File: config.mk
export PLATFORM = sky130hd
export DESIGN_NAME = trace_capture_unit
export DESIGN_NICKNAME = d
export VERILOG_FILES = /design/src/rtl/trace_capture_unit.sv
export SDC_FILE = /design/constraint.sdc
export NUM_CORES = 2
export LEC_CHECK = 0
export ABC_AREA = 1
export BUFFER_PORTS_ARGS = -buffer_cell sky130_fd_sc_hd__buf_2
export CORE_MARGIN = 2
export CORE_UTILIZATION = 34
export CTS_BUF_LIST = sky130_fd_sc_hd__clkbuf_8
export DETAILED_ROUTE_END_ITERATION = 12
export GPL_ROUTABILITY_DRIVEN = 1
export PLACE_DENSITY = 0.53
export SKIP_CTS_REPAIR_TIMING = 1
export SYNTH_ARGS = -nofsm -noshare
export SYNTH_HDL_FRONTEND = slang
export SYNTH_SLANG_ARGS = --single-unit
File: constraint.sdc
create_clock -name clk -period 11 [get_ports clk]
set_input_delay 1.65 -clock clk [delete_from_list [all_inputs] [get_ports clk]]
set_output_delay 1.65 -clock clk [all_outputs]
set_load 0.03 [all_outputs]
File: src/rtl/trace_capture_unit.sv
// Retirement trace monitor: samples commit signals while RUN, stores event
// records in a circular buffer and exposes them through a pop-style read port.
module trace_capture_unit #(
  parameter int DATA_W  = 16,
  parameter int REG_AW  = 4,
  parameter int DEPTH   = 16,
  parameter int CNT_W   = 32,
  parameter int TIMEOUT = 100000,
  parameter int WRAP    = 0
) (
  input  logic                               clk,
  input  logic                               rst_n,
  input  logic                               arm,
  input  logic                               clear,
  input  logic [DATA_W-1:0]                  pc,
  input  logic                               reg_we,
  input  logic [REG_AW-1:0]                  reg_addr,
  input  logic [DATA_W-1:0]                  reg_data,
  input  logic                               mem_re,
  input  logic                               mem_we,
  input  logic [DATA_W-1:0]                  mem_addr,
  input  logic [DATA_W-1:0]                  mem_wdata,
  input  logic [DATA_W-1:0]                  mem_rdata,
  input  logic                               halt,
  input  logic                               rd_en,
  output logic                               rd_valid,
  output logic [4+REG_AW+4*DATA_W-1:0]       rd_data,
  output logic [$clog2(DEPTH):0]             count,
  output logic                               empty,
  output logic                               full,
  output logic                               overflow,
  output logic [CNT_W-1:0]                   cycle_count,
  output logic [CNT_W-1:0]                   inst_count,
  output logic [1:0]                         state
);

  localparam int AW    = $clog2(DEPTH);
  localparam int REC_W = 4 + REG_AW + 4 * DATA_W;
  localparam logic [CNT_W-1:0] CNT_MAX      = '1;
  localparam logic [CNT_W-1:0] TIMEOUT_LAST = CNT_W'(TIMEOUT - 1);

  typedef enum logic [1:0] {
    IDLE     = 2'b00,
    RUN      = 2'b01,
    HALTED   = 2'b10,
    TIMEDOUT = 2'b11
  } state_t;

  state_t stateQ, stateD;

  logic [REC_W-1:0] buffer [DEPTH];
  logic [AW-1:0]    wrPtr, rdPtr;
  logic [DATA_W-1:0] memData;
  logic [REC_W-1:0] record;
  logic running, eventCyc, timeoutHit, capture, doPop, isFull, doWrite, lostSlot;

  assign running    = (stateQ == RUN);
  assign eventCyc   = running & (reg_we | mem_re | mem_we | halt);
  assign timeoutHit = running && (TIMEOUT != 0) && (cycle_count == TIMEOUT_LAST);
  // A halt on the timeout edge still wins, so its record is kept.
  assign capture    = eventCyc & (halt | ~timeoutHit);
  assign doPop      = rd_en & (count != '0);
  assign isFull     = (count == (AW+1)'(DEPTH));
  assign doWrite    = capture & (~isFull | doPop | (WRAP != 0));
  assign lostSlot   = capture & isFull & ~doPop;

  assign memData = mem_re ? mem_rdata : (mem_we ? mem_wdata : '0);
  assign record  = {halt, mem_we, mem_re, reg_we, pc, reg_addr, reg_data, mem_addr, memData};

  assign empty = (count == '0);
  assign full  = isFull;
  assign state = stateQ;

  always_ff @(posedge clk) begin
    if (!rst_n || clear) stateQ <= IDLE;
    else                 stateQ <= stateD;
  end

  always_comb begin
    stateD = stateQ;
    case (stateQ)
      IDLE:    if (arm) stateD = RUN;
      RUN: begin
        if (halt)            stateD = HALTED;
        else if (timeoutHit) stateD = TIMEDOUT;
      end
      default: stateD = stateQ;
    endcase
  end

  always_ff @(posedge clk) begin
    if (doWrite) buffer[wrPtr] <= record;
  end

  always_ff @(posedge clk) begin
    if (!rst_n || clear) begin
      wrPtr    <= '0;
      rdPtr    <= '0;
      count    <= '0;
      overflow <= 1'b0;
      rd_valid <= 1'b0;
      rd_data  <= '0;
    end else begin
      rd_valid <= doPop;
      if (doPop) begin
        rd_data <= buffer[rdPtr];
        rdPtr   <= rdPtr + AW'(1);
      end
      if (doWrite) wrPtr <= wrPtr + AW'(1);
      // Overwriting in wrap mode retires the oldest entry, so the read side advances too.
      if (lostSlot) begin
        overflow <= 1'b1;
        if (WRAP != 0) rdPtr <= rdPtr + AW'(1);
      end
      if (doWrite && !doPop && !isFull) count <= count + (AW+1)'(1);
      else if (doPop && !doWrite)       count <= count - (AW+1)'(1);
    end
  end

  always_ff @(posedge clk) begin
    if (!rst_n || clear) begin
      cycle_count <= '0;
      inst_count  <= '0;
    end else if (running) begin
      if (cycle_count != CNT_MAX) cycle_count <= cycle_count + CNT_W'(1);
      if ((reg_we | mem_we | halt) && inst_count != CNT_MAX)
        inst_count <= inst_count + CNT_W'(1);
    end
  end

endmodule

==> key figures <==
Min path
  • Hold Crit Start: state[0]
  • Worst Hold Path Cells: 2
  • Tightest Hold Check Type: reg2reg

Logic synthesis
  • Most frequent cells after synthesis: edfxtp_1 (1152), inv_1 (707), nand3_1 (556)
  • Post-synthesis sequential area ratio: 0.697
  • Mapped Cells: ~4700
  • Post-synthesis area per instance: 11.6 um^2
  • Ys flop type: edfxtp_1
  • Yosys top cell area share: 0.641
  • Mapped Nets: about 4800
  • Post-synth top area cell: edfxtp_1
  • Area contributors post-synth: edfxtp_1 (64%), dfxtp_1 (5.7%), nand3_1 (5.2%), o211ai_1 (5.0%), inv_1 (4.9%)
  • Post-synth ARST share: 0
  • Synth cell types: 39
  • Synth Register Bits: 1305
  • Synth warn: 0
  • EDFF count, synth: 1152
  • Count leader, synth: edfxtp_1
  • Synthesized area: about 54000 um^2

Run
  • Max Cap Violations: 0

Setup path
  • R2R depth: 10
  • Crit path buf inv count: 4
  • Critical path class: in2reg
  • Max stage delay on crit path: ~0.86 ns
  • WP depth: 10
  • CP Launch Type: input pin
  • Crit path max-delay cell type: buf_4
  • CP required: 11.50 ns
  • Max FO, Critical Path: 47
  • Reg2reg start: rdPtr[0]
  • Most frequent CP cell: nand2_1
  • Worst Setup End Kind: register
  • WP data arrival: 4.93 ns
  • Crit-path leading delay family: buffers and inverters
  • Cell Chain, Critical Path: buf_2 -> nor2_1 -> nand2_1 -> o21ai_0 -> inv_1 -> nand3_2 -> inv_2 -> nand2_1 -> nor2_4 -> buf_4
  • Worst Setup SP: mem_we

Layout
  • Final-stage net count: 5000
  • Fin cells: 7160
  • Share of layout cells above drive strength 1: 0.120
  • Number of fill cells: 15145
  • Layout Area Growth over Synthesis: 13.3%

STA
  • Slew @ Worst Pin: 1.19 ns
  • RSZ-0062 raised after global routing: no
  • Min Hold Slack: between 0.4 and 0.5 ns
  • Final Slew Violations: 0
  • Setup violators final: 0
  • Post-layout minimum cycle time: 4.43 ns
  • Relative slew slack: 0.206
  • Post-Route Skew: roughly 0.071 ns
  • Setup TNS: 0 ns
  • Final setup margin: roughly 6.6 ns
  • Period utilization: 0.403
  • F_max: 0.226 GHz
  • Final count of hold timing violations: 0

Place
  • Pre-CTS setup slack: 5.59 ns
  • Post-detail-place hpwl: 77200 um
  • DP Cell Count: 6751
  • Quantity of I/O buffers inserted on ports: 239
  • Gp weighted congestion: 0.842

Routing
  • Post-Route WL: approximately 140000 um
  • Routed via count: 34786
  • Vias per Instance: ~5
  • DR pass1 iterations: 7
  • Routed len/inst: between 15 and 20 um
  • Initial DRC Count: roughly 2600
  • DR DRC count: 0
  • Antenna-violating nets left: 0

Clock tree
  • CTS H-tree depth: 4
  • Clock latency at the later pin of the worst-skew pair: 0.94 ns
  • Clock slew at reported path FFs: 0.06 ns
  • Num CTS Buffers: 215
  • Clock sink count: 1305
  • CTS tree: yes
  • Root Buffer: clkbuf_8
  • Clock buffer depth: 3

Power and ir drop
  • Largest vdd supply drop: about 120 uV
  • Pwr/cell area: about 170 nW/um^2
  • Leak: between 20 and 25 nW

Global routing
  • Initial antenna violation count: 19
  • GR Util All Layers: 0.168
  • Vias in the first global route: 33455
  • Total gr overflow: 0
  • First-pass GRT wire length: about 210000 um
  • Pin count of the biggest net entering global routing: 236

Floorplan
  • Initial Util: 0.342
  • Core area: 158000 um^2
  • I/O Pins: 240
  • Die width: a little over 400 um
  • Die ar.: 162000 um^2
  • Die height: 403 um
  • FP Rows: 146

Status
  • Outcome: finished, final reports clean
[final timing paths]
kind | to | slack [ns]
worst max-delay path | buffer[4][71] | 6.57
worst min-delay path | state[0] | 0.48
worst max register to register | rd_data[14] | 6.83
worst min register to register | state[0] | 0.48
[placed cells by master (no fill, tap or decap), types with 10 or more instances in the layout]
cell type and count:
a21oi_1 347, buf_2 239, buf_4 55, clkbuf_8 229, clkinv_1 58, clkinv_2 16
dfxtp_1 149, edfxtp_1 1152, ha_1 10, inv_1 786, nand2_1 549, nand3_1 556
nand4_1 15, nor2_1 96, nor2_4 17, nor3_1 29, o211ai_1 360, o21ai_0 177
o21ai_1 131, xnor2_1 20, xor2_1 26
[where the power goes]
group / switching (W) / internal (W)
logic: 0.000498 / 0.000187
clock network: 0.00201 / 0.00211
registers: 0.0000323 / 0.00543
total: 0.00254 / 0.00773
[routing by layer]
metal / vias up / part of all wire / global-route usage
met5: - / 0.00052 / 0
met4: 12 / 0.023 / 0.0493
met3: 237 / 0.050 / 0.0319
met2: 789 / 0.48 / 0.280
met1: 16851 / 0.45 / 0.224
li1: 16897 / - / -
[final cells by class]
class / count / area, um^2 / share of cell area
timing repair buffer: 296 / 1650 / 0.0269
inverter: 714 / 2700 / 0.0440
clock inverter: 178 / 1040 / 0.0170
multi-input combinational: 2364 / 12400 / 0.203
tap: 2072 / 2590 / 0.0424
antenna: 2 / 5.00 / 0.0000818
clock buffer: 229 / 3150 / 0.0515
sequential: 1305 / 37700 / 0.615
[per-stage QoR]
stage / utilization / instance area (um^2) / power [W]
after floorplan: - / 54000 / 0.00603
after global placement: 0.361 / 57000 / 0.00625
after detailed placement: 0.361 / 57000 / 0.00626
after CTS: 0.387 / 61200 / 0.0104
after global routing: 0.387 / 61200 / 0.0107
final: 0.387 / 61200 / 0.0103
[flip-flops by register name, summed over array words and instances, names as in the netlist]
| register | flops |
|---|---|
| overflow | 1 |
| rd_valid | 1 |
| inst_count | 32 |
| count | 5 |
| wrPtr | 4 |
| state | 2 |
| cycle_count | 32 |
| rdPtr | 4 |
| buffer | 1152 |
| rd_data | 72 |
[worst reg2reg max path: cells and delay by family (launching register included)]
kind            cells  cell delay [ns]
compound gates      3             0.46
buf+inv             4             2.56
flops               1             0.72
simple gates        3             0.35
[kinds of logic (layout without fill, tap and decap cells)]
family | Yosys count | count (layout) | synth area share
flip-flops | 1305 | 1305 | 0.697
AND/OR/NAND/NOR | 1283 | 1283 | 0.105
AO/OA/AOI/OAI | 1024 | 1024 | 0.112
buffers and inverters | 1002 | 1417 | 0.0754
XOR/XNOR | 46 | 46 | 0.00746
adder cells (fa/ha/maj) | 11 | 11 | 0.00269
other | 0 | 2 | 0
Note: power is estimated with default switching activity, not from simulation.
